### config.mk
export PLATFORM = sky130hd
export DESIGN_NAME = sgd_x_wr_multi
export DESIGN_NICKNAME = d
export VERILOG_FILES = /design/src/rtl/sgd_x_wr_multi.sv
export SDC_FILE = /design/constraint.sdc
export NUM_CORES = 1
export LEC_CHECK = 0
export CAP_MARGIN = 15
export CORE_AREA = 2 2 275 277
export CTS_CLUSTER_DIAMETER = 100
export DETAILED_ROUTE_END_ITERATION = 16
export DIE_AREA = 0 0 277 279
export PLACE_DENSITY = 0.63
export SYNTH_ARGS = -nofsm -noshare
export SYNTH_HDL_FRONTEND = slang
export SYNTH_SLANG_ARGS = --single-unit
### constraint.sdc
create_clock -name clk -period 4.8 [get_ports clk]
set_input_delay 0.96 -clock clk [delete_from_list [all_inputs] [get_ports clk]]
set_output_delay 0.96 -clock clk [all_outputs]
set_load 0.01 [all_outputs]
### src/rtl/sgd_x_wr_multi.sv
// SGD model write-back controller: gates updated chunks into the model BRAM, issues delayed credits.
// Optional macro SGD_X_WR_WB_INTERVAL_EN adds wb_interval to thin out host write-backs.
module sgd_x_wr_multi #(
    parameter int DATA_WIDTH   = 256,
    parameter int ADDR_WIDTH   = 10,
    parameter int CHUNK_SHIFT  = 7,
    parameter int BANK_SHIFT   = 3,
    parameter int CREDIT_WIDTH = 8,
    parameter int CREDIT_DELAY = 5
) (
    input  logic                    clk,
    input  logic                    rst,
    input  logic                    started,
    input  logic                    abort,
    input  logic [31:0]             mini_batch_size,
    input  logic [31:0]             dimension,
    input  logic [31:0]             number_of_epochs,
    input  logic [31:0]             number_of_samples,
`ifdef SGD_X_WR_WB_INTERVAL_EN
    input  logic [7:0]              wb_interval,
`endif
    input  logic                    x_updated_wr_en,
    input  logic [ADDR_WIDTH-1:0]   x_updated_wr_addr,
    input  logic [DATA_WIDTH-1:0]   x_updated_wr_data,
    output logic                    x_wr_en,
    output logic [ADDR_WIDTH-1:0]   x_wr_addr,
    output logic [DATA_WIDTH-1:0]   x_wr_data,
    output logic [CREDIT_WIDTH-1:0] x_wr_credit_counter,
    output logic                    writing_x_to_host_memory_en,
    input  logic                    writing_x_to_host_memory_done,
    output logic                    sgd_execution_done,
    output logic                    sgd_x_wr_error,
    output logic [3:0]              error_code,
    output logic [31:0]             state_counters_x_wr
);

    typedef enum logic [2:0] {
        IDLE         = 3'd0,
        START        = 3'd1,
        EPOCH        = 3'd2,
        SAMPLE_CHECK = 3'd3,
        IDLE_S       = 3'd4,
        UPDATE       = 3'd5,
        GLOBAL       = 3'd6,
        FINISH       = 3'd7
    } state_t;

    localparam logic [31:0] SAMPLE_STEP = 32'd1 << BANK_SHIFT;

    state_t                 state_q, state_d;
    logic                   started_r1_q, started_r2_q;
    logic [7:0]             bb_r1_q, bb_r2_q;
    logic [31:0]            dim_r1_q, dim_r2_q;
    logic [9:0]             epochs_r1_q, epochs_r2_q;
    logic [31:0]            samples_r1_q, samples_r2_q;
    logic                   en_s1_q;
    logic [ADDR_WIDTH-1:0]  addr_s1_q;
    logic [DATA_WIDTH-1:0]  data_s1_q;
    logic                   x_wr_en_q;
    logic [ADDR_WIDTH-1:0]  x_wr_addr_q;
    logic [DATA_WIDTH-1:0]  x_wr_data_q;
    logic [31:0]            sample_q, sample_d, chunk_q, chunk_d;
    logic [7:0]             batch_q, batch_d;
    logic [9:0]             epoch_q, epoch_d;
    logic [CREDIT_WIDTH-1:0] credit_q, credit_d;
    logic [CREDIT_DELAY-1:0][CREDIT_WIDTH-1:0] credit_pipe_q;
    logic                   chain_q, chain_d;
    logic                   err_q, err_d, done_q, done_d;
    logic [3:0]             code_q, code_d;
    logic                   update_window, host_req, wb_now;
    logic [32:0]            dim_round;
    logic [31:0]            chunks_per_sample;
    logic [7:0]             bb_m1;
    logic [CREDIT_WIDTH-1:0] bb_credit;
    logic                   unused_cfg;

    assign unused_cfg        = ^{mini_batch_size, number_of_epochs[31:10]};
    assign dim_round         = {1'b0, dim_r2_q} + ((33'd1 << CHUNK_SHIFT) - 33'd1);
    assign chunks_per_sample = 32'(dim_round >> CHUNK_SHIFT);
    assign bb_m1             = bb_r2_q - 8'd1;
    assign bb_credit         = CREDIT_WIDTH'(bb_r2_q);

`ifdef SGD_X_WR_WB_INTERVAL_EN
    logic [7:0] wbi_r1_q, wbi_r2_q;
    logic [9:0] wbi_eff;
    always_ff @(posedge clk) begin
        if (rst) begin
            wbi_r1_q <= '0;
            wbi_r2_q <= '0;
        end else begin
            wbi_r1_q <= wb_interval;
            wbi_r2_q <= wbi_r1_q;
        end
    end
    assign wbi_eff = (wbi_r2_q == 8'd0) ? 10'd1 : {2'b00, wbi_r2_q};
    assign wb_now  = ((epoch_q % wbi_eff) == 10'd0) || (epoch_q == epochs_r2_q);
`else
    assign wb_now = 1'b1;
`endif

    always_ff @(posedge clk) begin
        if (rst) begin
            started_r1_q  <= 1'b0;
            started_r2_q  <= 1'b0;
            bb_r1_q       <= '0;
            bb_r2_q       <= '0;
            dim_r1_q      <= '0;
            dim_r2_q      <= '0;
            epochs_r1_q   <= '0;
            epochs_r2_q   <= '0;
            samples_r1_q  <= '0;
            samples_r2_q  <= '0;
            en_s1_q       <= 1'b0;
            addr_s1_q     <= '0;
            data_s1_q     <= '0;
            x_wr_en_q     <= 1'b0;
            x_wr_addr_q   <= '0;
            x_wr_data_q   <= '0;
            credit_pipe_q <= '0;
        end else begin
            started_r1_q  <= started;
            started_r2_q  <= started_r1_q;
            bb_r1_q       <= mini_batch_size[BANK_SHIFT+7:BANK_SHIFT];
            bb_r2_q       <= bb_r1_q;
            dim_r1_q      <= dimension;
            dim_r2_q      <= dim_r1_q;
            epochs_r1_q   <= number_of_epochs[9:0];
            epochs_r2_q   <= epochs_r1_q;
            samples_r1_q  <= number_of_samples;
            samples_r2_q  <= samples_r1_q;
            en_s1_q       <= x_updated_wr_en;
            addr_s1_q     <= x_updated_wr_addr;
            data_s1_q     <= x_updated_wr_data;
            x_wr_en_q     <= en_s1_q & update_window;
            x_wr_addr_q   <= addr_s1_q;
            x_wr_data_q   <= data_s1_q;
            credit_pipe_q[0] <= credit_q;
            for (int unsigned i = 1; i < CREDIT_DELAY; i++) begin
                credit_pipe_q[i] <= credit_pipe_q[i-1];
            end
        end
    end

    always_ff @(posedge clk) begin
        if (rst) begin
            state_q  <= IDLE;
            sample_q <= '0;
            chunk_q  <= '0;
            batch_q  <= '0;
            epoch_q  <= '0;
            credit_q <= '0;
            chain_q  <= 1'b0;
            err_q    <= 1'b0;
            code_q   <= '0;
            done_q   <= 1'b0;
        end else begin
            state_q  <= state_d;
            sample_q <= sample_d;
            chunk_q  <= chunk_d;
            batch_q  <= batch_d;
            epoch_q  <= epoch_d;
            credit_q <= credit_d;
            chain_q  <= chain_d;
            err_q    <= err_d;
            code_q   <= code_d;
            done_q   <= done_d;
        end
    end

    always_comb begin
        state_d       = state_q;
        sample_d      = sample_q;
        chunk_d       = chunk_q;
        batch_d       = batch_q;
        epoch_d       = epoch_q;
        credit_d      = credit_q;
        chain_d       = chain_q;
        err_d         = err_q;
        code_d        = code_q;
        done_d        = done_q;
        update_window = 1'b0;
        host_req      = 1'b0;
        case (state_q)
            IDLE: if (started_r2_q) state_d = START;
            START: begin
                sample_d = '0;
                chunk_d  = '0;
                batch_d  = '0;
                epoch_d  = '0;
                credit_d = '0;
                chain_d  = 1'b0;
                err_d    = 1'b0;
                code_d   = '0;
                done_d   = 1'b0;
                if (dim_r2_q == '0) begin
                    err_d = 1'b1; code_d = 4'd2; state_d = FINISH;
                end else if (bb_r2_q == '0) begin
                    err_d = 1'b1; code_d = 4'd3; state_d = FINISH;
                end else begin
                    state_d = EPOCH;
                end
            end
            EPOCH: begin
                sample_d = '0;
                batch_d  = '0;
                epoch_d  = epoch_q + 10'd1;
                if (epoch_q == epochs_r2_q) begin
                    state_d = FINISH;
                end else begin
                    if (epoch_q == '0) credit_d = credit_q + bb_credit;
                    state_d = SAMPLE_CHECK;
                end
            end
            SAMPLE_CHECK: begin
                sample_d = sample_q + SAMPLE_STEP;
                chunk_d  = '0;
                chain_d  = 1'b0;
                if (en_s1_q) begin
                    err_d = 1'b1; code_d = 4'd1; state_d = FINISH;
                end else if (sample_q == samples_r2_q) begin
                    state_d = GLOBAL;
                end else if (batch_q == bb_m1) begin
                    batch_d = '0; state_d = UPDATE;
                end else begin
                    batch_d = batch_q + 8'd1; state_d = IDLE_S;
                end
            end
            IDLE_S, UPDATE: begin
                update_window = (state_q == UPDATE);
                if (chunk_q == chunks_per_sample) state_d = SAMPLE_CHECK;
                else if (en_s1_q) chunk_d = chunk_q + 32'd1;
                // First chunk of a non-final update slot pre-grants the next bank-batch
                if (update_window && en_s1_q && chunk_q == '0 &&
                    sample_q != samples_r2_q && !chain_q) begin
                    credit_d = credit_q + bb_credit;
                    chain_d  = 1'b1;
                end
            end
            GLOBAL: begin
                host_req = wb_now;
                if (!wb_now || writing_x_to_host_memory_done) begin
                    credit_d = credit_q + bb_credit;
                    state_d  = EPOCH;
                end
            end
            default: ;
        endcase
        // Abort loses to any error raised in the same cycle
        if (abort && state_q != IDLE && state_q != FINISH && !err_d) begin
            err_d    = 1'b1;
            code_d   = 4'd4;
            state_d  = FINISH;
            host_req = 1'b0;
        end
        if (state_d == FINISH) done_d = 1'b1;
    end

    assign x_wr_en                     = x_wr_en_q;
    assign x_wr_addr                   = x_wr_addr_q;
    assign x_wr_data                   = x_wr_data_q;
    assign x_wr_credit_counter         = credit_pipe_q[CREDIT_DELAY-1];
    assign writing_x_to_host_memory_en = host_req;
    assign sgd_execution_done          = done_q;
    assign sgd_x_wr_error              = err_q;
    assign error_code                  = code_q;
    assign state_counters_x_wr         = {x_updated_wr_en, state_q, sample_q[19:0], epoch_q[7:0]};

endmodule

==> out/qor.yml <==
sta:
  rsz0062_at_grt: "no"
  slew_headroom: 0.244
  hold_viol: 0
  tightest_slew_ns: 1.13
  fin_hold_ws_ns: 0.422
  drv_slew: 0
  fmax_mhz: 249
  min_period_ns: 4.01
  skew_ns: 0.0188
  min_period_over_period: 0.836
  finalSetupViolCount: 0
  setup_tns_ns: 0
yosys:
  synth_largest_area_cell: "dfxtp_1"
  synth_top_cell_area_share: 0.624
  ys_seq_area_frac: 0.624
  syn_area_mm2: 0.0268
  synth_edf_count: 0
  synthFlopType: "dfxtp_1"
  synth_warnings: 0
  synth_cell_types: 67
  ys_seq_elements: 836
  avgSynthCellArea_um2: 10.7
  synth_area_leaders: "dfxtp_1, nor2b_1, xor2_1"
  async_reset_ff_frac: 0
  synthCells: 2508
placed_design:
  gp_congestion: 0.912
  dp_hpwl_mm: 59.7
  portBuffers: 663
clock_network:
  cts_resized: 0
  htree_levels: 3
  clkTransAtPathRegs_ns: 0.06
  cts_hold_buf: 0
  cts_root_buf: "clkbuf_16"
  cts_tree: "done"
  clk_path_buf_depth: 3
  clock_latency_ns: 0.63
  cts_setup_buffers: 0
  cts.sinks: 836
  cts_buffers: 87
worst_setup_path:
  max_stage_delay_ns: 0.73
  path_cells: "nor4_2, a21o_1, o31a_1, o22ai_1, nor4_1, and4_1, nor4b_4, buf_4, or3_1, a21oi_1"
  crit_required_ns: 5.26
  cp.arrival_ns: 4.47
  critPathTopFamily: "simple AND/OR/NAND/NOR gates"
  cp-start-kind: "flip-flop"
  path_max_fanout: 43
  critPathBufInv: 1
  crit_type: "reg2reg"
  crit_path_end_kind: "flip-flop"
  cp_slowest_cell: "nor4_2"
die:
  fp.coreArea_mm2: 0.0741
  die_x_um: 277
  rows: 100
  die_y_um: 279
  dieArea_mm2: 0.0773
  start_util: 0.362
  io_pins: 714
grt:
  met3_usage: 0.0538
  antenna_found_initial: 20
  gr-usage-met2: 0.351
  grt_usage: 0.197
  grt_pass1_vias: 18700
  grt_remaining_overflow: 0
  grt_max_degree: 250
  grtUsageMet1: 0.217
  grt_pass1_wl_mm: 115
  busiest_layer: "met2"
run_status:
  status: "completed"
cells_and_area:
  nets: 3524
  nFillCells: 6621
  multi_input_area_mm2: 0.00926
  area_growth_pct: 38.3
  regArea_mm2: 0.0167
  final_layout_size_suffix_gt1_frac: 0.0542
detailed_routing:
  dr.pass1.iters: 6
  num_vias: 19000
  drc: 0
  post_drt_wl_per_cell_um: 18.9
  ant_nets: 0
  via_per_inst: 4.58
  drtIter0Drc: 1296
  wl_mm: 78.4
power_and_ir_drop:
  power_leakage_nw: 14.3
  powerDensity_mw_per_mm2: 437
  ir_drop_v: 0.000263
flow_run:
  maxCapViolCount: 0
hold_path:
  hold_class: "reg2reg"
[cell usage in the layout, fill, tap and decap left out, types with 5 or more instances in the layout]
| cell type | count |
|---|---|
| xnor2_1 | 32 |
| clkbuf_8 | 17 |
| o21ai_0 | 51 |
| ha_1 | 15 |
| nor2_1 | 113 |
| buf_4 | 7 |
| nand2b_1 | 9 |
| clkinv_2 | 13 |
| dfxtp_1 | 836 |
| nand3_1 | 41 |
| a22oi_1 | 9 |
| nand2_1 | 76 |
| bufinv_16 | 10 |
| o21ai_1 | 8 |
| and3_1 | 22 |
| nand4_1 | 28 |
| a311oi_1 | 8 |
| or2_2 | 7 |
| mux2i_1 | 8 |
| clkbuf_16 | 89 |
| and4_1 | 8 |
| nor3_1 | 22 |
| a31oi_1 | 9 |
| nor2b_1 | 750 |
| and2_1 | 7 |
| xor2_1 | 60 |
| clkdlybuf4s50_1 | 662 |
| inv_1 | 18 |
| a21oi_1 | 62 |
| or4_1 | 13 |
| o21a_1 | 5 |
| or3_1 | 18 |
| nand4b_1 | 5 |
| nor4_1 | 35 |
| o211ai_1 | 5 |
| clkbuf_1 | 16 |
| a211oi_1 | 7 |
[worst reg2reg max path: stages, from the launching register on]
cell     delay [ns]
dfxtp_1        0.30
nor4_2         0.73
a21o_1         0.53
o31a_1         0.20
o22ai_1        0.13
nor4_1         0.35
and4_1         0.38
nor4b_4        0.52
buf_4          0.45
or3_1          0.20
a21oi_1        0.06
[cell families after synthesis]
family                     after synthesis  synth area share
buffers and inverters                  183            0.0317
xor gates and xnor gates                92            0.0300
other                                    1          0.000140
AOI/OAI and AO/OA                      202            0.0471
DFF                                    836             0.624
muxes                                   10           0.00382
adders and majority gates               16           0.00774
and+or+nand+nor                       1168             0.256
[through the flow]
stage	setup WS, ns	cell area (um2)	total power [mW]	cells	utilization
after floorplan	1.84	26800	8.45	2511	-
after global placement	1.04	34000	9.29	3988	0.459
after detailed placement	0.871	34000	9.34	3988	0.459
after CTS	0.845	37100	16.4	4144	0.501
after global routing	0.464	37100	16.9	4146	0.501
final	0.788	37100	16.2	4146	0.501
[worst paths after layout]
check	startpoint	slack (ns)	cells after the start	endpoint
min	credit_pipe_q[13]	0.42	1	credit_pipe_q[21]
max	dim_r2_q[2]	0.79	10	chunk_q[18]
min reg2reg	credit_pipe_q[13]	0.42	1	credit_pipe_q[21]
max reg2reg	dim_r2_q[2]	0.79	10	chunk_q[18]
[flip-flops by register name, indices dropped and copies added, names as in the netlist, 29 cells and up]
name and flops:
x_wr_data 256, samples_r2_q 32, data_s1_q 256, dim_r2_q 32
credit_pipe_q 32, dim_r1_q 32, chunk_q 32, samples_r1_q 32
sample_q 29
[synthesized netlist by cell type (all sizes together), types with 4 or more instances]
master	instances
xnor2	32
nor4	36
nand4	29
and2	7
buf	46
ha	15
nor3	22
o211ai	5
a22oi	9
or2	7
nand4b	5
a21o	4
or3	18
o21a	5
a31oi	9
xor2	60
and3	22
and4	8
nand2b	9
mux2i	8
nor2b	750
inv	18
clkbuf	119
nor4b	4
a311oi	8
a21oi	62
nand2	76
nand3	41
a211oi	9
dfxtp	836
nor2	113
o21ai	59
or4	15
[layout make-up]
cell class / count / area share
antenna: 2 / 0.000135
clock buffer: 122 / 0.0679
clock inverter: 34 / 0.0149
inverter: 18 / 0.00182
multi-input combinational: 1492 / 0.250
sequential: 836 / 0.451
tap: 969 / 0.0327
timing repair buffer: 673 / 0.182
[power by group]
part           total [mW]  internal (mW)  switching, mW
Sequential           7.45           7.26          0.188
Clock                7.04           4.24           2.80
Combinational        1.74          0.850          0.892
Total                16.2           12.4           3.88
[per-layer routing]
| metal | up-vias | share of wire |
|---|---|---|
| li1 | 9281 | - |
| met1 | 8927 | 0.39 |
| met2 | 629 | 0.50 |
| met3 | 148 | 0.069 |
| met4 | 12 | 0.043 |
| met5 | - | 0.00096 |
Note: power is estimated with default switching activity, not from simulation.
==> variant 1, RTL diff (config.mk and constraints unchanged) <==
Put a register stage on the outputs `x_wr_credit_counter` and `state_counters_x_wr`, cleared by the reset. The values now appear one clock later. The other outputs are not delayed to match.
--- a/src/rtl/sgd_x_wr_multi.sv
+++ b/src/rtl/sgd_x_wr_multi.sv
@@ -258,12 +258,19 @@
     assign x_wr_en                     = x_wr_en_q;
     assign x_wr_addr                   = x_wr_addr_q;
     assign x_wr_data                   = x_wr_data_q;
-    assign x_wr_credit_counter         = credit_pipe_q[CREDIT_DELAY-1];
     assign writing_x_to_host_memory_en = host_req;
     assign sgd_execution_done          = done_q;
     assign sgd_x_wr_error              = err_q;
     assign error_code                  = code_q;
-    assign state_counters_x_wr         = {x_updated_wr_en, state_q, sample_q[19:0], epoch_q[7:0]};
+    always_ff @(posedge clk) begin
+        if (rst) begin
+            x_wr_credit_counter <= '0;
+            state_counters_x_wr <= '0;
+        end else begin
+            x_wr_credit_counter <= credit_pipe_q[CREDIT_DELAY-1];
+            state_counters_x_wr <= {x_updated_wr_en, state_q, sample_q[19:0], epoch_q[7:0]};
+        end
+    end
 
 endmodule
 
Check against the original RTL: not equivalent (a bounded check fails within 4 cycles, from zero or initial values and one cycle with rst high).
==> variant 1 against the original RTL <==
  * Global-route usage is 0.28 points higher
  * Sequential cell count is 36 higher
  * Synthesized area is 3.0% higher
  * Count of clock-buffer cells in the layout is 4 lower
  * Clock power is 4.5% higher
  * Design area is 3.3% higher
  * Clock skew is 0.0041 ns higher
  * Wire length is 1.8% higher
  * Worst setup slack worse by 0.025 ns
  * Power is 4.2% higher
  * Combinational power is 3% higher
  * Cell count is 2.8% higher
  * Core utilization is 1.7 points higher
==> variant 1: results (changes against the original RTL) <==
Parameter                              Value

Place
  Gp weighted congestion ... 0.897 (-1.6%)
  Post-DP HPWL ... 60.7 mm (+1.7%)
  Post-place instance area ... 0.0351 mm2 (+3.1%)
  Number of cells after detailed placement ... 4084 (+2.4%)

Pwr
  Peak supply drop ... 257 uV (-2.3%)
  Fraction of power spent switching nets ... 0.240 (+0.000445)
  Standby leakage power ... 14.8 nW (+3.5%)

Setup path
  Worst reg2reg setup slack ... 0.76 ns (-0.02 ns)
  Reg-to-reg startpoint ... dim_r2_q[8]
  Critical path data arrival time ... 4.55 ns (+0.08 ns)
  Endpoint of the worst register-to-register path ... chunk_q[21]
  Top fanout value on the critical path ... 11 (-74%)

GRT
  Maximum number of pins on one net before global-route repair ... 176 (-30%)
  GRT Overall Usage ... 0.199 (+0.00277)
  Number of antenna violations at the first check in global routing ... 19 (-5.0%)

STA
  Minimum hold slack ... 0.414 ns (-0.00828 ns)
  Setup skew after layout ... 0.0228 ns (+0.00408 ns)

Synthesis
  Most instantiated cells after synthesis ... dfxtp_1, nor2b_1, clkbuf_1, nor2_1, nand2_1
  Fraction of the yosys area taken by sequential cells ... 0.632 (+0.00795)
  Number of cells produced by synthesis ... 2574 (+2.6%)
  Synth top area cells ... dfxtp_1, nor2b_1, xor2_1, clkbuf_1, nor2_1

Detailed routing
  Number of vias in the routed layout ... 19400 (+2.3%)
  Router iterations before antenna repair ... 5 (-1)
  DRT Wirelength ... 79.8 mm (+1.8%)
  1st-iter DRT viols ... 1017 (-22%)

Hold path
  End of the worst hold path ... x_wr_data[117]
  Startpoint of the most critical hold path ... data_s1_q[117]

Final layout
  Nets ... 3623 (+2.8%)
  Number of standard cells in the layout, taps in and fillers out ... 4263 (+2.8%)
  Filler instances ... 6539 (-1.2%)
  Layout cell share with drive strength beyond 1 ... 0.0585 (+0.00431)

Clock tree
  Total CTS buffers ... 90 (+3.4%)
  CTS clk-pin slew, worst paths ... 0.06 ns (about the same)

Run status
  Run status ... finished clean
## variant 1: stage by stage
| step | setup WS (ns) | util |
|---|---|---|
| after floorplan | 1.60 | - |
| after global placement | 1.13 | 0.474 |
| after detailed placement | 0.911 | 0.474 |
| after CTS | 0.912 | 0.517 |
| after global routing | 0.428 | 0.518 |
| final | 0.763 | 0.518 |
## variant 1: worst max path at each step
stage	startpoint	endpoint	slack (ns)	cells past startpoint
2_1_floorplan	dim_r2_q[13]	chunk_q[29]	1.60	11
3_3_place_gp	dim_r2_q[8]	chunk_q[29]	1.13	9
3_5_place_dp	dim_r2_q[8]	chunk_q[21]	0.91	10
4_1_cts	dim_r2_q[8]	chunk_q[21]	0.91	10
5_1_grt	dim_r2_q[8]	chunk_q[21]	0.43	10
6_report	dim_r2_q[8]	chunk_q[21]	0.76	10
## variant 1: logic make-up (layout without fill, tap and decap cells)
group | after synthesis | after routing | share of synthesized area
buffers and inverters | 168 | 874 | 0.0240
AOI/OAI and AO/OA | 202 | 202 | 0.0456
adders and majority gates | 16 | 16 | 0.00752
other | 1 | 15 | 0.000136
muxes | 11 | 11 | 0.00403
DFF | 872 | 872 | 0.632
and+or+nand+nor | 1204 | 1204 | 0.255
xor gates and xnor gates | 100 | 100 | 0.0317
## variant 1: routing by layer
metal  vias to the layer above  global-route usage  part of all wire
li1                       9617                   -                 -
met1                      9047               0.223              0.39
met2                       623               0.358              0.51
met3                       140              0.0561             0.071
met4                        10              0.0789             0.033
met5                         -                   0           0.00081
## variant 1: critical path: stages (launching register included)
cell,delay [ns]
dfxtp_1,0.46
nand4_1,0.38
a211oi_1,0.54
nor2b_1,0.38
nor2_1,0.10
nor4_1,0.49
nor4_1,0.13
buf_4,0.19
a21oi_1,0.78
a31oi_1,0.21
a41o_1,0.26
## variant 1: layout make-up
cell class              count  area share
well taps                 969      0.0316
diodes                     11    0.000718
flip-flops and latches    872       0.455
inverters                  29     0.00284
clock buffers             118      0.0662
multi-input cells        1537       0.248
repair buffers            677       0.177
clock inverters            50      0.0177
## variant 1: power groups by stage
stage	sequential, mW	combinational [mW]	clock (mW)
6_report	7.75	1.80	7.36
5_1_grt	7.78	1.96	7.84
4_1_cts	7.75	1.81	7.54
3_5_place_dp	7.91	1.79	0
3_3_place_gp	7.90	1.76	0
2_1_floorplan	7.88	0.940	0
==> variant 2, RTL diff (same flow settings) <==
Without the edit above. Set the parameter `CREDIT_DELAY` to 10 (it was 5).
--- a/src/rtl/sgd_x_wr_multi.sv
+++ b/src/rtl/sgd_x_wr_multi.sv
@@ -6,7 +6,7 @@
     parameter int CHUNK_SHIFT  = 7,
     parameter int BANK_SHIFT   = 3,
     parameter int CREDIT_WIDTH = 8,
-    parameter int CREDIT_DELAY = 5
+    parameter int CREDIT_DELAY = 10
 ) (
     input  logic                    clk,
     input  logic                    rst,
Function: no difference found for any inputs over 4 cycles, from zero or initial values and one cycle with rst high; that may be too few to reach the edited logic, so the function may still have changed.
==> variant 2 against the original RTL <==
  * Sequential share of layout area grew 0.81 points
  * Die area is the same
  * Wire length shrank 5.0%
  * Count of clock-buffer cells in the layout grew 3
  * Synthesized area grew 4.2%
  * Worst setup slack lost 0.21 ns
  * Cell count grew 2.0%
  * Synthesized cell count grew 2.6%
  * Design area grew 2.9%
  * Power grew 2.2%
  * First-iteration DRC count shrank 17%
  * Hold slack lost 0.0096 ns
  * Sequential cell count grew 40
  * Critical endpoint is now writing_x_to_host_memory_en
  * Largest power group unchanged
  * Highest routed layer unchanged
==> variant 2: results (changes against the original RTL) <==
Parameter                              Value

Run status
  Run status ... finished clean

Place
  Count of input and output buffers ... 663 (unchanged)
  Post-DP HPWL ... 55.4 mm (-7.2%)
  Setup slack at placement ... 1.21 ns (+0.341 ns)
  Number of cells after detailed placement ... 4053 (+1.6%)
  Gp weighted congestion ... 0.878 (-3.7%)
  Post-place instance area ... 0.0351 mm2 (+3.2%)

Synthesis
  Warnings, synthesis ... 0 (unchanged)
  Synth top area cells ... dfxtp_1, nor2b_1, xor2_1, clkbuf_1, xnor2_1
  Most instantiated cells after synthesis ... dfxtp_1, nor2b_1, clkbuf_1, nor2_1, nand2_1
  Synth unique cells ... 73 (+9.0%)
  Proportion of synthesized flip-flops having asynchronous set or reset ... 0 (unchanged)
  Fraction of the yosys area taken by sequential cells ... 0.628 (+0.00377)
  Synth Area per Inst ... 10.9 um2 (+1.5%)

Detailed routing
  DRT Wirelength ... 74.5 mm (-5.0%)
  Average detailed-routed wire length per instance ... 17.6 um (-6.9%)
  1st-iter DRT viols ... 1075 (-17%)
  Number of vias in the routed layout ... 19300 (+1.6%)

GRT
  GR met3 Demand/Resource ... 0.0607 (+0.00695)
  Met2 Track Usage GR ... 0.324 (-0.0276)
  GRT Overall Usage ... 0.186 (-0.0110)
  Wire length of the first global-routing pass ... 111 mm (-3.3%)
  M1 GR Usage ... 0.212 (-0.00517)
  Number of antenna violations at the first check in global routing ... 17 (-15%)
  Maximum number of pins on one net before global-route repair ... 223 (-11%)

Setup path
  Slowest cell on the critical path ... dfxtp_1
  Cell family with most CP delay ... simple AND/OR/NAND/NOR gates
  Worst setup startpoint ... state_q[0]
  Top fanout value on the critical path ... 17 (-60%)
  Capturing element of the worst setup path ... writing_x_to_host_memory_en
  Critical path data arrival time ... 3.26 ns (-1.21 ns)
  Crit-path max cell delay ... 0.64 ns (-0.09 ns)
  Reg-to-reg startpoint ... dim_r2_q[8]
  Endpoint of the worst register-to-register path ... chunk_q[11]
  Cells on worst reg2reg path ... 10 (unchanged)

Clock tree
  Clock Root Buffer ... clkbuf_16
  Number of buffers on the longest clock path ... 3 (unchanged)
  Total CTS buffers ... 91 (+4.6%)
  Count of instances resized after the clock tree is built ... 0 (unchanged)
  Buffer count from post-CTS setup fixing ... 0 (unchanged)
  Latest clock arrival within the worst-skew pair ... 0.63 ns (about the same)
  Deepest level of the CTS H-tree ... 3 (unchanged)

Hold path
  End of the worst hold path ... x_wr_data[175]
  Startpoint of the most critical hold path ... data_s1_q[175]
  Cells on Worst Hold Path ... 1 (unchanged)
  Hold Path Class ... flip-flop to flip-flop

Final layout
  Layout cell share with drive strength beyond 1 ... 0.0600 (+0.00579)
  Nets ... 3593 (+2.0%)
  Filler instances ... 6551 (-1.1%)

STA
  Minimum hold slack ... 0.413 ns (-0.00957 ns)
  Setup skew after layout ... 0.0266 ns (+0.00787 ns)
  Final clock period utilization by the worst path ... 0.880 (+0.0439)
  Slew @ Worst Pin ... 1.25 ns (+0.120 ns)

Pwr
  Standby leakage power ... 14.6 nW (+1.7%)
  Peak supply drop ... 367 uV (+40%)
  Power per unit of standard cell area ... 434 mW/mm2 (-0.73%)
[variant 2: kinds of logic (layout without fill, tap and decap cells)]
logic type      after synthesis  in the layout  synth area share
mux                          13             13           0.00488
xor+xnor                     95             95            0.0298
fa+ha+maj                    16             16           0.00743
simple gates               1198           1198             0.254
buf+inv                     191            866            0.0330
other cells                   1             10          0.000134
compound gates              184            184            0.0433
flops                       876            876             0.628
[variant 2: power breakdown]
group          internal, mW  switching (mW)
clock network          4.13            2.93
registers              7.59           0.169
logic                 0.834           0.928
total                  12.6            4.03
[variant 2: cell type report]
type,instances,area share
Timing Repair Buffer,673,0.177
Clock inverter,43,0.0131
Inverter,25,0.00246
Multi-Input combinational cell,1510,0.249
Antenna cell,6,0.000393
Sequential cell,876,0.459
Tap cell,969,0.0317
Clock buffer,125,0.0675
[variant 2: layer usage]
layer / vias to the layer above / wire, um
met2: 618 / 36900
li1: 9486 / -
met4: 20 / 2210
met1: 9034 / 29600
met5: - / 112
met3: 152 / 5640
